File: config.mk
export PLATFORM = sky130hd
export DESIGN_NAME = ir_transmitter
export DESIGN_NICKNAME = d
export VERILOG_FILES = /design/src/rtl/ir_uart_pkg.sv /design/src/rtl/ir_tx_baud_tick.sv /design/src/rtl/ir_transmitter.sv
export SDC_FILE = /design/constraint.sdc
export NUM_CORES = 1
export LEC_CHECK = 0
export BUFFER_PORTS_ARGS = -buffer_cell sky130_fd_sc_hd__buf_2
export CAP_MARGIN = 20
export CORE_MARGIN = 5
export CORE_UTILIZATION = 53
export DETAILED_ROUTE_END_ITERATION = 10
export PLACE_DENSITY = 0.75
export SLEW_MARGIN = 25
export SYNTH_ARGS = -nofsm -noshare
export SYNTH_HDL_FRONTEND = slang
export SYNTH_SLANG_ARGS = --single-unit
export TNS_END_PERCENT = 5
File: constraint.sdc
create_clock -name clock -period 1.9 [get_ports clock]
set_input_delay 0.38 -clock clock [delete_from_list [all_inputs] [get_ports clock]]
set_output_delay 0.38 -clock clock [all_outputs]
set_load 0.05 [all_outputs]
File: src/rtl/ir_uart_pkg.sv
// rtl/ir_uart_pkg.sv - shared IrDA UART frame layout, state encoding and helpers
package ir_uart_pkg;

  // Frame layout shared with the IR receiver's data_received[10:0]
  localparam int FRAME_BITS = 11;
  localparam int STOP_IDX   = 10;
  localparam int PAR_IDX    = 9;
  localparam int START_IDX  = 0;

  typedef enum logic {
    IDLE = 1'b0,
    SEND = 1'b1
  } ir_state_t;

  // Bits needed to hold the values 0..value-1
  function automatic int clog2(input int value);
    int result;
    result = 0;
    for (int v = value - 1; v > 0; v = v >> 1) begin
      result++;
    end
    return result;
  endfunction

endpackage

File: src/rtl/ir_tx_baud_tick.sv
// rtl/ir_tx_baud_tick.sv - baud counter with terminal-count tick and IR pulse window
module ir_tx_baud_tick
  import ir_uart_pkg::*;
#(
  parameter int CLKS_PER_BIT = 16,
  parameter int PULSE_CLKS   = 3
) (
  input  logic clock,
  input  logic reset,
  input  logic en,
  input  logic clr,
  output logic tick,
  output logic pulse_window
);

  localparam int CNT_W = clog2(CLKS_PER_BIT);

  logic [CNT_W-1:0] count;
  logic [CNT_W-1:0] count_d;

  assign tick = en && !clr && (count == CNT_W'(CLKS_PER_BIT - 1));

  // Next count: clear wins, terminal count wraps to zero, otherwise advance when enabled
  always_comb begin
    count_d = count;
    if (clr || tick) begin
      count_d = '0;
    end else if (en) begin
      count_d = count + 1'b1;
    end
  end

  // Window is evaluated on the count about to be loaded, so the caller can
  // register tx_ir in the same edge and keep it aligned with tx_uart.
  assign pulse_window = (count_d < CNT_W'(PULSE_CLKS));

  // Counter register
  always_ff @(posedge clock or posedge reset) begin
    if (reset) begin
      count <= '0;
    end else begin
      count <= count_d;
    end
  end

endmodule

File: src/rtl/ir_transmitter.sv
// rtl/ir_transmitter.sv - UART-framed IrDA transmitter with NRZ and 3/16 RZ outputs
module ir_transmitter
  import ir_uart_pkg::*;
#(
  parameter int CLK_FREQ   = 50000000,
  parameter int BAUD       = 9600,
  parameter int PARITY_ODD = 0
) (
  input  logic       clock,
  input  logic       reset,
  input  logic [7:0] tx_8bitdata,
  input  logic       tx_start,
  output logic       tx_busy,
  output logic       tx_done,
  output logic       tx_uart,
  output logic       tx_ir
);

  localparam int CLKS_PER_BIT = CLK_FREQ / BAUD;
  localparam int PULSE_RAW    = (CLKS_PER_BIT * 3) / 16;
  localparam int PULSE_CLKS   = (PULSE_RAW < 1) ? 1 : PULSE_RAW;

  if (CLKS_PER_BIT < 2) begin : g_bad_baud
    $error("ir_transmitter: CLK_FREQ/BAUD must be at least 2");
  end

  ir_state_t             state;
  logic [FRAME_BITS-1:0] shift_reg;
  logic [3:0]            bit_cnt;
  logic                  tick;
  logic                  pulse_window;
  logic                  parity;

  assign parity = (^tx_8bitdata) ^ (PARITY_ODD != 0);

  ir_tx_baud_tick #(
    .CLKS_PER_BIT (CLKS_PER_BIT),
    .PULSE_CLKS   (PULSE_CLKS)
  ) u_baud (
    .clock        (clock),
    .reset        (reset),
    .en           (state == SEND),
    .clr          (state == IDLE),
    .tick         (tick),
    .pulse_window (pulse_window)
  );

  // Frame sequencer; every output is registered and reflects the bit now on the line
  always_ff @(posedge clock or posedge reset) begin
    if (reset) begin
      state     <= IDLE;
      shift_reg <= '1;
      bit_cnt   <= '0;
      tx_busy   <= 1'b0;
      tx_done   <= 1'b0;
      tx_uart   <= 1'b1;
      tx_ir     <= 1'b0;
    end else begin
      tx_done <= 1'b0;
      case (state)
        IDLE: begin
          if (tx_start) begin
            shift_reg <= {1'b1, parity, tx_8bitdata, 1'b0};
            bit_cnt   <= '0;
            state     <= SEND;
            tx_busy   <= 1'b1;
            tx_uart   <= 1'b0;
            tx_ir     <= pulse_window;
          end else begin
            tx_uart <= 1'b1;
            tx_ir   <= 1'b0;
          end
        end
        SEND: begin
          if (tick) begin
            if (bit_cnt == 4'(STOP_IDX)) begin
              state   <= IDLE;
              bit_cnt <= '0;
              tx_busy <= 1'b0;
              tx_done <= 1'b1;
              tx_uart <= 1'b1;
              tx_ir   <= 1'b0;
            end else begin
              shift_reg <= {1'b1, shift_reg[FRAME_BITS-1:1]};
              bit_cnt   <= bit_cnt + 4'd1;
              tx_uart   <= shift_reg[1];
              tx_ir     <= !shift_reg[1] && pulse_window;
            end
          end else begin
            tx_ir <= !shift_reg[0] && pulse_window;
          end
        end
        default: state <= IDLE;
      endcase
    end
  end

endmodule
==> results_dict.tcl, run 1 <==
set metrics [dict create \
    status "finished clean" \
    skew_ns 0.006080 \
    yosysSeqAreaShare_pct 45.68 \
    met2_usage_pct 29.84 \
    finalCritPeriodShare_pct 95.29 \
    syn_area_um2 1783 \
    use_met3_pct 4.433 \
    synth_compound_area_share_pct 10.60 \
    dr.pass1.iters 4 \
    busiest_layer "met2" \
    synth_edf_count 0 \
    final_cell_mix "nor2_1 (22), nand2_1 (22), dfrtp_1 (21)" \
    finalHoldViolations 0 \
    worstPathCellList "ha_1 -> and4_4 -> nand4_4 -> xor2_2 -> or3b_1 -> a311oi_1" \
    drc 0 \
    syn_nets 198 \
    grt_pass1_wl_um 6230 \
    die_area_um2 4624 \
    fin_tns_setup_ns 0 \
    synth_area_leaders "dfrtp_1 (29%), dfstp_2 (16%), xnor2_1 (6.4%)" \
    clkLatencyLatePin_ns 0.33 \
    grt_use_total_pct 18.27 \
    synth_fa_ha_area_share_pct 2.105 \
    synth_area_leader_cell "dfrtp_1" \
    start_util_pct 54.29 \
    cts-root-buf "clkbuf_4" \
    power_mw 1.795 \
    instances_no_fill 255 \
    grt_util_met1_pct 22.68 \
    clock_sinks 32 \
    placed_cell_area_um2 1956 \
    ios 15 \
    tritoncts "built" \
    layout.nets 223 \
    ys.flop_type "dfrtp_1" \
    ys_warn_count 0 \
    crit_buf_inv 0 \
    clk_pin_slew_ns 0.10 \
    grt_overflow 0 \
    synth_top_area_share_pct 29.47 \
    cap_violations 0 \
    ant_nets 0 \
    fmax_mhz 552.3 \
    rows 21 \
    h-tree-depth 2 \
    core_um2 3284 \
    synth_xor_area_share_pct 9.263 \
    worstPathRequired_ns 2.14 \
    die_w_um 68 \
    synth_cell_types 42 \
    arrival_ns 2.05 \
    utilization_pct 61.26 \
    routedWlPerCell_um 14.34 \
    worstSetupPathType "register to register" \
    viasPerCell 5.471 \
    grt_pass1_vias 1347 \
    finalSetupViolCount 0 \
    wirelength_um 3657 \
    n_fill_cell 278 \
    hpwl_um 2687 \
    portBuffers 14 \
    pwr_density_cell_nw_per_um2 892.2 \
    cts_buffers 5 \
    worst_pin_slew_ns 0.3999 \
    ir_drop_mv 0.4593 \
    postSynthAreaPerCell_um2 9.690 \
    synthesis.instances 184 \
    gp_congestion 0.8708 \
    drive_gt1_share_pct 24.88 \
    rsz0062_at_grt "false" \
    relSlewSlack_pct 73.34 \
    p_leak_nw 0.9373 \
    largest_register_ff_count 13 \
    hold_buffers 0 \
    syn_to_final_growth_pct 12.84 \
    ys_ff_latch 32 \
    synth_top_family_by_area "simple AND/OR/NAND/NOR gates" \
    antenna_found_initial 0 \
    design_area_um2 2012 \
    crit_fanout 3 \
    dp_cells 247 \
    async_flop_share_pct 100.0 \
    grt_max_degree 33 \
    clockBufferDepth 2 \
    synthMuxAreaShare_pct 6.175 \
    setup.worst_path.start_class "register" \
    vias 1395 \
    yosys.area_share.simple_pct 22.39 \
    fin_crit_ns 1.811 \
    hp-class "input port to asynchronous set/reset pin" \
    die_y_um 68 \
    slew_viol_final 0 \
    cpPeakStageDelay_ns 0.37 \
    worst_path_max_delay_cell "dfrtp_1" \
    path_delay_family "simple AND/OR/NAND/NOR gates" \
    initialDrtViolationCount 95 \
    diodes 0 \
    end_kind "register" \
]
## metal layers
layer	vias to the layer above	wire length [um]
met1	671	1646
met4	0	36
met5	-	0
li1	687	-
met3	4	185
met2	33	1788
## worst reg2reg max path: cells and delay by family, from the launching register on
| kind | cells | cell delay, ns |
|---|---|---|
| compound gates | 1 | 0.25 |
| flops | 1 | 0.37 |
| fa+ha+maj | 1 | 0.20 |
| simple gates | 3 | 0.74 |
| xor+xnor | 1 | 0.15 |
## synth_stat cells, types with 4 or more instances
| library cell | count |
|---|---|
| nand3_1 | 7 |
| dfstp_2 | 11 |
| inv_1 | 6 |
| mux2i_1 | 11 |
| nor3_1 | 4 |
| o21ai_1 | 8 |
| nor2_1 | 22 |
| clkbuf_1 | 5 |
| dfrtp_1 | 21 |
| o21ai_0 | 6 |
| nand2_1 | 22 |
| xor2_1 | 4 |
| a21oi_1 | 5 |
| xnor2_1 | 13 |
## per-stage QoR
stage,hold slack (ns),setup slack [ns]
global placement,0.4523,0.09424
floorplan,0.4443,0.02296
global route,0.1398,0.01107
detailed placement,0.4569,0.02686
CTS,0.1115,0.001094
finish,0.1136,0.08943
## power by group
part	internal, mW	switching, mW
Sequential	0.823	0.148
Combinational	0.220	0.239
Clock	0.136	0.230
Total	1.18	0.617
## cell families (layout without fill, tap and decap cells)
family	after synthesis	after routing
xor+xnor	18	18
flops	32	32
mux	11	11
buf+inv	15	40
compound gates	31	31
fa+ha+maj	3	3
simple gates	74	74
## final cells by class
class                           count  area, um^2  area share, %
Timing Repair Buffer               27       167.7          8.333
Inverter                            6       22.52          1.119
Clock buffer                        6       41.29          2.052
Clock inverter                      1       5.005         0.2488
Multi-Input combinational cell    137       903.4          44.90
Tap cell                           46       57.56          2.861
Sequential cell                    32       814.5          40.49
## final timing paths
kind	cells past startpoint	startpoint	slack [ns]	endpoint
max	6	u_baud.count[1]$_DFFE_PP0P_	0.09	tx_ir$_DFF_PP0_
min	3	reset	0.11	u_baud.count[3]$_DFFE_PP0P_
max reg2reg	6	u_baud.count[1]$_DFFE_PP0P_	0.09	tx_ir$_DFF_PP0_
min reg2reg	2	shift_reg[4]$_DFFE_PP1P_	0.47	shift_reg[4]$_DFFE_PP1P_
max in group asynchronous	3	reset	1.47	shift_reg[0]$_DFFE_PP1P_
min in group clock	2	tx_start	0.29	shift_reg[9]$_DFFE_PP1P_
## what timing repair did
item	in CTS	in global routing
pin swaps	0	2
buffers inserted	0	1
gates resized for setup	1	1
endpoints found under the setup margin	1	1
(Power assumes the default switching activity.)
==> run 2, diff against run 1 <==
Settings changed: SYNTH_HIERARCHICAL set to 1.
==> run 2 against run 1 <==
The flow now finishes with violations (negative setup slack); largest power group unchanged; combinational power grew 27%; sequential power is 5.9% lower; clock power up 1%; highest routed layer unchanged; critical path depth increased by 2; wire length rose by 1.3%; area after synthesis increased by 0.56%; maximum frequency decreased by 12%; total power increased by 4.1%; cell area increased by 5.2%.
==> results_dict.tcl, run 2 <==
set metrics [dict create \
    yosys.area_share.simple_pct 21.63 \
    p_sw_mw 0.6328 \
    hp-class "input port to asynchronous set/reset pin" \
    finalSetupViolCount 18 \
    die_area_um2 4646 \
    violations "negative setup slack" \
    diodes 0 \
    synth_cell_types 41 \
    crit_fanout 9 \
    async_flop_share_pct 100.0 \
    postCtsSetupRepairBufs 0 \
    layout.nets 236 \
    syn_nets 200 \
    synthMuxAreaShare_pct 5.094 \
    synthesis.instances 186 \
    clock_sinks 32 \
    synth_top_family_by_area "simple AND/OR/NAND/NOR gates" \
    grt_pass1_vias 1418 \
    swShare_pct 33.88 \
    instances_no_fill 269 \
    cap_violations 0 \
    skew_ns 0.01624 \
    rr_worst_depth 8 \
    vias 1435 \
    start_util_pct 54.16 \
    rows 21 \
    fmax_mhz 483.4 \
    viasPerCell 5.335 \
    grt_max_degree 23 \
    status "complete, but fails checks" \
    finalWorstSetupSlack_ns -0.1686 \
    ys.flop_type "dfrtp_1" \
    wirelength_um 3704 \
    cts-root-buf "clkbuf_4" \
    worst_pin_slew_ns 0.7027 \
    cts_buffers 5 \
    ios 15 \
    synth_area_leaders "dfrtp_1 (29%), dfstp_2 (16%), xnor2_1 (6.4%)" \
    drc 0 \
    final_cell_mix "nor2_1 (29), dfrtp_1 (21), buf_4 (20)" \
    die_y_um 68.17 \
    placed_cell_area_um2 2028 \
    yosysMostFrequentCell "nor2_1" \
    worstPathCellList "or4b_4 -> nor4_4 -> nand2_1 -> nor3b_2 -> buf_6 -> buf_4 -> nor2_1 -> o221a_2" \
    synth_edf_count 0 \
    grt_pass1_wl_um 6575 \
    die_w_um 68.17 \
    ys_warn_count 6 \
    p_int_mw 1.235 \
    dr.pass1.iters 4 \
    slew_viol_final 0 \
    end_kind "register" \
    core_um2 3311 \
    ir_drop_mv 0.3854 \
    syn_to_final_growth_pct 18.00 \
    wl_met3_um 191 \
    portBuffers 14 \
    synth_fa_ha_area_share_pct 2.094 \
    power_frac_seq_pct 48.9 \
    combPwrFrac_pct 31.3 \
    synth_xor_area_share_pct 9.281 \
    top_layer_used "met4" \
    layout_commonest_cell "nor2_1" \
    largest_register_ff_count 13 \
    worst_path_max_delay_cell "or4b_4" \
    yosysSeqAreaShare_pct 45.43 \
    synth_area_leader_cell "dfrtp_1" \
    hold_buffers 0 \
    gp_congestion 0.8144 \
    p_leak_nw 0.9833 \
    tritoncts "built" \
    fin_crit_ns 2.069 \
    finalCritPeriodShare_pct 108.9 \
    arrival_ns 2.29 \
    ant_nets 0 \
    clockBufferDepth 2 \
    rsz0062_at_grt "true" \
    antenna_found_initial 0 \
    design_area_um2 2116 \
    clkLatencyLatePin_ns 0.33 \
    postSynthAreaPerCell_um2 9.640 \
    clkPwrFrac_pct 19.8 \
    setup.worst_path.start_class "register" \
    relSlewSlack_pct 53.10 \
    wl_met2_um 1745 \
    drive_gt1_share_pct 29.60 \
    finalHoldViolations 0 \
    n_fill_cell 290 \
    cpPeakStageDelay_ns 0.55 \
    ys_ff_latch 32 \
    wl_met1_um 1724 \
    dp_cells 260 \
    worstSetupPathType "register to register" \
    synthTopCellsByCount "nor2_1 (30), dfrtp_1 (21), a21oi_1 (15), nand2_1 (13), xnor2_1 (13)" \
    grt_use_total_pct 19.38 \
    pwr_density_cell_nw_per_um2 882.9 \
    initialDrtViolationCount 109 \
    syn_area_um2 1793 \
    hpwl_um 2731 \
    h-tree-depth 2 \
    clk_pin_slew_ns 0.10 \
    synth_compound_area_share_pct 12.00 \
    power_mw 1.868 \
    routedWlPerCell_um 13.77 \
    grt_overflow 0 \
    synth_top_area_share_pct 29.31 \
    worstPathRequired_ns 2.12 \
]
run 2: final timing paths:
path                       slack [ns]                       from                    endpoint
setup reg to reg                -0.17  u_baud/count[5]$_DFF_PP0_             tx_ir$_DFF_PP0_
hold / removal                   0.06                      reset  u_baud/count[12]$_DFF_PP0_
min in group clock               0.28                   tx_start         tx_uart$_DFFE_PP1N_
setup / recovery                -0.17  u_baud/count[5]$_DFF_PP0_             tx_ir$_DFF_PP0_
hold reg to reg                  0.50   shift_reg[0]$_DFFE_PP1P_    shift_reg[0]$_DFFE_PP1P_
max in group asynchronous        1.30                      reset             tx_ir$_DFF_PP0_
run 2: layer usage:
| metal | up-vias | track usage, % |
|---|---|---|
| met1 | 682 | 26.54 |
| met2 | 31 | 29.36 |
| met4 | 0 | 6.700 |
| li1 | 718 | - |
| met5 | - | 0 |
| met3 | 4 | 5.419 |
run 2: stage by stage:
stage / setup slack (ns) / setup TNS, ns / hold WS [ns] / utilization [%]
after CTS: -0.1744 / -1.940 / 0.06481 / 63.72
after global placement: -0.1382 / -1.910 / 0.4364 / 61.26
after detailed placement: -0.2155 / -2.827 / 0.4468 / 61.26
after floorplan: -0.2075 / -1.852 / 0.2570 / -
final: -0.1686 / -1.883 / 0.06312 / 63.91
after global routing: -0.2586 / -3.908 / 0.09715 / 63.91
run 2: logic make-up (layout without fill, tap and decap cells):
group | count (synthesis) | count (layout)
adder cells (fa/ha/maj) | 3 | 3
flip-flops | 32 | 32
AND/OR/NAND/NOR | 74 | 74
buffers and inverters | 15 | 51
multiplexers | 9 | 9
AO/OA/AOI/OAI | 34 | 35
XOR/XNOR | 19 | 19
run 2: layout make-up:
class                      instances  area [um^2]  area share (%)
clock buffer                       7        45.04           2.129
clock inverter                     1        5.005          0.2365
inverter                           8        30.03           1.419
multi-input combinational        140        932.1           44.06
sequential                        32        814.5           38.50
tap                               46        57.56           2.720
timing repair buffer              35        231.5           10.94
run 2: repair_timing:
item / 4_1_cts / 5_1_grt
gates resized for setup: 10 / 3
hold endpoints to repair: 0 / 0
pin swaps: 2 / 0
setup endpoints to repair: 18 / 19
cloned: 1 / 0
run 2: power by group through the flow:
stage	sequential [mW]	clock (mW)	combinational, mW
detailed placement	0.918	0	0.564
global placement	0.909	0	0.529
global route	0.928	0.429	0.658
finish	0.914	0.370	0.584
CTS	0.913	0.393	0.586
floorplan	0.945	0	0.322
run 2: critical path: cells and delay by family, from the launching register on:
family / cells / cell delay, ns
flip-flops: 1 / 0.40
AND/OR/NAND/NOR: 5 / 1.06
AO/OA/AOI/OAI: 1 / 0.22
buffers and inverters: 2 / 0.28
